==> config.mk <==
export PLATFORM = sky130hd
export DESIGN_NAME = axis_pkt_mux_flat
export DESIGN_NICKNAME = d
export VERILOG_FILES = /design/src/rtl/axis_pkt_mux_pkg.sv /design/src/rtl/axis_pkt_mux_if.sv /design/src/rtl/axis_skid_reg.sv /design/src/rtl/axis_pkt_mux.sv /design/src/flat_wrapper.sv
export SDC_FILE = /design/constraint.sdc
export NUM_CORES = 1
export LEC_CHECK = 0
export CAP_MARGIN = 30
export CORE_MARGIN = 8
export CORE_UTILIZATION = 32
export CTS_CLUSTER_SIZE = 25
export DETAILED_ROUTE_END_ITERATION = 8
export SLEW_MARGIN = 10
export SYNTH_ARGS = -nofsm -noshare
export SYNTH_HDL_FRONTEND = slang
export SYNTH_SLANG_ARGS = --single-unit
==> constraint.sdc <==
create_clock -name clk -period 2 [get_ports clk]
set_input_delay 0.5 -clock clk [delete_from_list [all_inputs] [get_ports clk]]
set_output_delay 0.5 -clock clk [all_outputs]
set_load 0.05 [all_outputs]
==> src/rtl/axis_pkt_mux_pkg.sv <==
// Shared arbitration constants, FSM encoding and width helper for the packet mux.
package axis_mux_pkg;

  localparam int unsigned ARB_SEL = 0;
  localparam int unsigned ARB_RR  = 1;

  typedef enum logic {
    ST_IDLE   = 1'b0,
    ST_LOCKED = 1'b1
  } state_e;

  // max(1, clog2(n)) so a 2-channel mux still gets a 1-bit select
  function automatic int unsigned sel_width(input int unsigned n);
    return (n <= 32'd2) ? 32'd1 : 32'($clog2(n));
  endfunction

endpackage

==> src/rtl/axis_pkt_mux_if.sv <==
// Stream bundle for the packet mux: NUM_CH slave channels plus one master channel.
interface axis_pkt_mux_if #(
  parameter int unsigned NUM_CH = 4,
  parameter int unsigned DATA_W = 8
) ();

  logic [NUM_CH*DATA_W-1:0] s_axis_data;
  logic [NUM_CH-1:0]        s_axis_valid;
  logic [NUM_CH-1:0]        s_axis_ready;
  logic [NUM_CH-1:0]        s_axis_last;
  logic [DATA_W-1:0]        m_axis_data;
  logic                     m_axis_valid;
  logic                     m_axis_ready;
  logic                     m_axis_last;

  // master: the environment that sources the slave channels and sinks the output
  modport master (
    output s_axis_data, s_axis_valid, s_axis_last, m_axis_ready,
    input  s_axis_ready, m_axis_data, m_axis_valid, m_axis_last
  );

  // slave: the mux itself
  modport slave (
    input  s_axis_data, s_axis_valid, s_axis_last, m_axis_ready,
    output s_axis_ready, m_axis_data, m_axis_valid, m_axis_last
  );

endinterface

==> src/rtl/axis_skid_reg.sv <==
// Two-entry registered skid buffer; in_ready comes straight from a flop.
module axis_skid_reg #(
  parameter int unsigned W = 9
) (
  input  logic         clk,
  input  logic         rst_n,
  input  logic         in_valid,
  output logic         in_ready,
  input  logic [W-1:0] in_payload,
  output logic         out_valid,
  input  logic         out_ready,
  output logic [W-1:0] out_payload
);

  logic [1:0]   count_q, count_d;
  logic [W-1:0] head_q, head_d;
  logic [W-1:0] tail_q, tail_d;
  logic         ready_q;
  logic         push;
  logic         pop;

  assign push        = in_valid & ready_q;
  assign pop         = out_valid & out_ready;
  assign out_valid   = (count_q != 2'd0);
  assign out_payload = head_q;
  assign in_ready    = ready_q;

  // head is always the oldest entry; a push while full cannot occur
  always_comb begin
    count_d = count_q;
    head_d  = head_q;
    tail_d  = tail_q;
    case (count_q)
      2'd0: begin
        if (push) begin
          head_d  = in_payload;
          count_d = 2'd1;
        end
      end
      2'd1: begin
        if (push && pop) begin
          head_d = in_payload;
        end else if (push) begin
          tail_d  = in_payload;
          count_d = 2'd2;
        end else if (pop) begin
          count_d = 2'd0;
        end
      end
      default: begin
        if (pop) begin
          head_d  = tail_q;
          count_d = 2'd1;
        end
      end
    endcase
  end

  always_ff @(posedge clk or negedge rst_n) begin
    if (!rst_n) begin
      count_q <= 2'd0;
      head_q  <= '0;
      tail_q  <= '0;
      ready_q <= 1'b1;
    end else begin
      count_q <= count_d;
      head_q  <= head_d;
      tail_q  <= tail_d;
      ready_q <= (count_d != 2'd2);
    end
  end

endmodule

==> src/rtl/axis_pkt_mux.sv <==
// N-to-1 AXI-Stream mux with per-packet arbitration (external select or round-robin).
module axis_pkt_mux
  import axis_mux_pkg::*;
#(
  parameter int unsigned NUM_CH   = 4,
  parameter int unsigned DATA_W   = 8,
  parameter int unsigned ARB_MODE = ARB_SEL,
  localparam int unsigned SEL_W   = sel_width(NUM_CH)
) (
  input  logic              clk,
  input  logic              reset_n,
  axis_pkt_mux_if.slave     bus,
  input  logic [SEL_W-1:0]  sel,
  output logic [SEL_W-1:0]  active_ch,
  output logic              busy
);

  localparam int unsigned PAY_W = DATA_W + 1;

  state_e            state_q, state_d;
  logic [SEL_W-1:0]  grant_q, grant_d;
  logic [SEL_W-1:0]  ptr_q, ptr_d;
  logic              req_found;
  logic [SEL_W-1:0]  req_ch;
  logic [DATA_W-1:0] ch_data [NUM_CH];
  logic [NUM_CH-1:0] ready_vec;
  logic              skid_ready;
  logic              beat_acc;
  logic              out_valid;
  logic [PAY_W-1:0]  in_payload;
  logic [PAY_W-1:0]  out_payload;

  for (genvar g = 0; g < NUM_CH; g++) begin : g_unpack
    assign ch_data[g] = bus.s_axis_data[g*DATA_W +: DATA_W];
  end

  // Requester picked while IDLE; RR scans upward from the slot after the last winner
  always_comb begin
    logic [SEL_W-1:0] cand;
    req_found = 1'b0;
    req_ch    = '0;
    cand      = '0;
    if (ARB_MODE == ARB_RR) begin
      for (int unsigned i = 1; i <= NUM_CH; i++) begin
        cand = SEL_W'((32'(ptr_q) + i) % NUM_CH);
        if (!req_found && bus.s_axis_valid[cand]) begin
          req_found = 1'b1;
          req_ch    = cand;
        end
      end
    end else if ((32'(sel) < NUM_CH) && bus.s_axis_valid[sel]) begin
      req_found = 1'b1;
      req_ch    = sel;
    end
  end

  assign beat_acc   = (state_q == ST_LOCKED) && bus.s_axis_valid[grant_q] && skid_ready;
  assign in_payload = {bus.s_axis_last[grant_q], ch_data[grant_q]};

  always_comb begin
    state_d = state_q;
    grant_d = grant_q;
    ptr_d   = ptr_q;
    case (state_q)
      ST_IDLE: begin
        if (req_found) begin
          grant_d = req_ch;
          state_d = ST_LOCKED;
        end
      end
      ST_LOCKED: begin
        if (beat_acc && bus.s_axis_last[grant_q]) begin
          state_d = ST_IDLE;
          if (ARB_MODE == ARB_RR) ptr_d = grant_q;
        end
      end
    endcase
  end

  always_ff @(posedge clk or negedge reset_n) begin
    if (!reset_n) begin
      state_q <= ST_IDLE;
      grant_q <= '0;
      ptr_q   <= SEL_W'(NUM_CH - 1);
    end else begin
      state_q <= state_d;
      grant_q <= grant_d;
      ptr_q   <= ptr_d;
    end
  end

  always_comb begin
    ready_vec = '0;
    if (state_q == ST_LOCKED) ready_vec[grant_q] = skid_ready;
  end

  axis_skid_reg #(.W(PAY_W)) u_skid (
    .clk         (clk),
    .rst_n       (reset_n),
    .in_valid    (beat_acc),
    .in_ready    (skid_ready),
    .in_payload  (in_payload),
    .out_valid   (out_valid),
    .out_ready   (bus.m_axis_ready),
    .out_payload (out_payload)
  );

  assign bus.s_axis_ready = ready_vec;
  assign bus.m_axis_valid = out_valid;
  assign bus.m_axis_data  = out_payload[DATA_W-1:0];
  assign bus.m_axis_last  = out_payload[DATA_W];
  assign active_ch        = grant_q;
  assign busy             = (state_q == ST_LOCKED);

endmodule
==> src/flat_wrapper.sv <==
// flat-port wrapper written by rule: the top's interface ports become plain ports
module axis_pkt_mux_flat import axis_mux_pkg::*;
#(
  parameter int unsigned NUM_CH   = 4,
  parameter int unsigned DATA_W   = 8,
  parameter int unsigned ARB_MODE = ARB_SEL,
  localparam int unsigned SEL_W   = sel_width(NUM_CH)
)
  (clk, reset_n, sel, active_ch, busy, bus_s_axis_data, bus_s_axis_valid, bus_s_axis_last, bus_m_axis_ready, bus_s_axis_ready, bus_m_axis_data, bus_m_axis_valid, bus_m_axis_last);
  axis_pkt_mux_if #(.NUM_CH(NUM_CH), .DATA_W(DATA_W)) bus_i ();
  input  logic clk;
  input  logic reset_n;
  input  logic [SEL_W-1:0] sel;
  output logic [SEL_W-1:0] active_ch;
  output logic busy;
  input wire logic [$bits(bus_i.s_axis_data)-1:0] bus_s_axis_data;
  input wire logic [$bits(bus_i.s_axis_valid)-1:0] bus_s_axis_valid;
  input wire logic [$bits(bus_i.s_axis_last)-1:0] bus_s_axis_last;
  input wire logic [$bits(bus_i.m_axis_ready)-1:0] bus_m_axis_ready;
  output wire logic [$bits(bus_i.s_axis_ready)-1:0] bus_s_axis_ready;
  output wire logic [$bits(bus_i.m_axis_data)-1:0] bus_m_axis_data;
  output wire logic [$bits(bus_i.m_axis_valid)-1:0] bus_m_axis_valid;
  output wire logic [$bits(bus_i.m_axis_last)-1:0] bus_m_axis_last;
  assign bus_i.s_axis_data = bus_s_axis_data;
  assign bus_i.s_axis_valid = bus_s_axis_valid;
  assign bus_i.s_axis_last = bus_s_axis_last;
  assign bus_i.m_axis_ready = bus_m_axis_ready;
  assign bus_s_axis_ready = bus_i.s_axis_ready;
  assign bus_m_axis_data = bus_i.m_axis_data;
  assign bus_m_axis_valid = bus_i.m_axis_valid;
  assign bus_m_axis_last = bus_i.m_axis_last;
  axis_pkt_mux #(.NUM_CH(NUM_CH), .DATA_W(DATA_W), .ARB_MODE(ARB_MODE)) u_core (.clk(clk), .reset_n(reset_n), .bus(bus_i), .sel(sel), .active_ch(active_ch), .busy(busy));
endmodule
==> run_results.csv <==
group,metric,value,unit
yosys,synth_mux_area_share,32.6,%
worst_setup_path,crit_family,"buffers and inverters",
yosys,ys_seq_area_share,38.4,%
place,placed_cells,264,
clocking,clk_path_buf_depth,2,
timing,period_minus_slack,1920,ps
routing,wl,4300,um
yosys,synth_cell_type_count,27,
clocking,cts_resized,0,
timing,tightest_slew,692,ps
clocking,ctsHoldBuffers,0,
clocking,post_cts_buffers,0,
timing,finalHoldViolations,0,
routing,drc,0,
floorplan,die_y,86.0,um
worst_setup_path,crit_path_max_incr_delay,800,ps
yosys,netlist_area,1570,um2
place,dpl.hpwl,3300,um
timing,rsz0062_at_grt,"no",
yosys,synthSimpleGateAreaFrac,12.0,%
worst_setup_path,crit_type,"flip-flop to primary output",
floorplan,initial_core_util,33.2,%
yosys,ys.flop_type,"dfrtp_1",
place,post_dp_cell_area,2350,um2
worst_setup_path,cp-endpoint,"bus_m_axis_data[7]",
layout,area_growth,54.7,%
floorplan,die_x,86.0,um
worst_setup_path,critical_path_depth,1,
floorplan,core,4720,um2
clocking,cts_root_buf,"clkbuf_8",
timing,fin_setup_tns,0,ps
power,cellPowerDensity,1650,nW/um2
routing,vias,1301,
layout,stdcell_count,268,
yosys,synth-xor-area-share,0,%
power,ir_drop,0.616,mV
timing,relSlewSlack,53.7,%
worst_setup_path,r2r_end,"u_core.u_skid.out_payload[1]",
global_route,grt_max_degree,27,
worst_setup_path,cp.required,1500,ps
worst_setup_path,r2r_start,"u_core.active_ch[0]",
global_route,grt_pass1_vias,1471,
timing,fmax,0.521,GHz
place,io_buffers,61,
yosys,synthArstFlopShare,100,%
clocking,clkLatencyLatePin,270,ps
routing,firstDrtPassIters,4,
worst_setup_path,crit_chain,"clkdlybuf4s50_1",
place,gp_congestion,0.796,
worst_setup_path,cp-startpoint,"u_core.u_skid.out_payload[7]",
power,p_leak,0.00108,uW
layout,final_area,2430,um2
flow_run,cap_violations,0,
layout,final_nets,247,
clocking,numCtsBuffers,3,
layout,fill_cells,428,
yosys,ys_seq_elements,24,
layout,layout.cells.most_common_list,"45 x clkdlybuf4s50_1, 22 x dfrtp_1, 19 x mux2_2",
yosys,synth_compound_area_share,12.5,%
yosys,synth_top_family_by_area,"multiplexers",
yosys,synth_edf_count,0,
routing,ant_nets,0,
layout,seqCellArea,603,um2
floorplan,ios,62,
worst_setup_path,path_buf_inv,1,
clocking,cts_htree_levels,1,
yosys,synth_cells,138,
layout,layout_commonest_cell,"clkdlybuf4s50_1",
layout,multi_input_area,905,um2
worst_setup_path,critPathMaxFanout,2,
timing,holdWs,509,ps
timing,post-route-period-util,95.9,%
clocking,cts_sinks,24,
floorplan,die_area,7400,um2
min_path,hold_depth,1,
worst_setup_path,regToRegSetupSlack,150,ps
timing,finalSetupViolations,0,
yosys,yosys.area_share.adder,0,%
global_route,grt_pass1_wl,7220,um
clocking,cts_tree,"yes",
global_route,grt_overflow,0,
yosys,yosysWarnings,0,
worst_setup_path,cp_slowest_cell,"clkdlybuf4s50_1",
layout,antenna_cells,0,
global_route,antenna_found_initial,0,
timing,report.final.slew_viol_count,0,
worst_setup_path,crit_path_end_kind,"primary output",
worst_setup_path,start_kind,"flip-flop",
routing,wl_per_cell,16.0,um
layout,drive_gt1_share,35.3,%
yosys,syn_avg_cell_area,11.4,um2
clocking,clk_pin_slew_worst_paths,90,ps
routing,first_iter_violations,36,
floorplan,rows,25,
global_route,grt_use_total,12.1,%
yosys,synth_nets,183,
worst_setup_path,cp_data_arrival_time,1420,ps
power,finalPower,4000,uW
worst_setup_path,r2r_cells,4,
routing,viasPerCell,4.85,
outcome,outcome,"complete, no violations",
min_path,hold_path_class,"flip-flop to flip-flop",
timing,fin_worst_skew,5.57,ps
[state kept, by name (all words and copies together) (netlist names)]
register and count:
u_core.busy 1, u_core.active_ch 2, u_core.u_skid.in_ready 1, u_core.u_skid.count_q 2, u_core.u_skid.tail_q 9, u_core.u_skid.out_payload 9
[how the worst min path moves through the flow]
stage	from	endpoint	slack [ps]
floorplan	reset_n	u_core.active_ch[0]	200
global placement	u_core.u_skid.out_payload[7]	u_core.u_skid.out_payload[7]	490
detailed placement	u_core.u_skid.out_payload[7]	u_core.u_skid.out_payload[7]	490
CTS	u_core.u_skid.out_payload[7]	u_core.u_skid.out_payload[7]	520
global route	u_core.u_skid.out_payload[7]	u_core.u_skid.out_payload[7]	540
finish	u_core.u_skid.out_payload[7]	u_core.u_skid.out_payload[7]	510
[metrics by stage]
stage          setup slack, ps  utilization [%]
2_1_floorplan            -91.0                -
3_3_place_gp             -86.7             49.8
3_5_place_dp              -111             49.8
4_1_cts                   29.8             51.3
5_1_grt                   9.77             51.4
6_report                  82.1             51.4
[cells by family (layout without fill, tap and decap cells)]
logic type,after synthesis,after routing
buffers and inverters,12,75
muxes,43,43
AOI/OAI and AO/OA,23,23
and+or+nand+nor,36,36
DFF,24,24
[cells in the mapped netlist (all sizes together), types with 2 or more instances]
cell type | instances | area, um2
dfrtp | 23 | 576
nand3b | 2 | 15.0
nand2b | 3 | 18.8
nand3 | 2 | 27.5
mux2 | 28 | 349
nand2 | 11 | 41.3
nor3 | 8 | 40.0
or2 | 2 | 12.5
o21ai | 11 | 66.3
buf | 7 | 52.5
a221o | 8 | 80.1
inv | 2 | 7.51
mux2i | 14 | 140
nor2 | 7 | 26.3
clkbuf | 3 | 11.3
[final cells by class]
class                      instances  share of cell area, %
tap                               67                   3.46
timing repair buffer              69                   31.2
clock buffer                       3                   1.70
clock inverter                     1                   1.24
multi-input combinational        102                   37.3
inverter                           2                  0.309
sequential                        24                   24.9
[per-layer routing]
layer,wire (um),track usage (%),vias up
li1,-,-,635
met1,1770,13.4,628
met2,2270,22.3,31
met3,187,2.20,7
met4,76,4.46,0
met5,0,0,-
[where the power goes]
group | internal [uW] | switching [uW] | leakage [uW]
Combinational | 1280 | 1380 | 0.000757
Sequential | 724 | 190 | 0.000289
Clock | 268 | 162 | 0.0000357
Total | 2270 | 1730 | 0.00108
No activity file was read; power rests on OpenSTA's default activity.
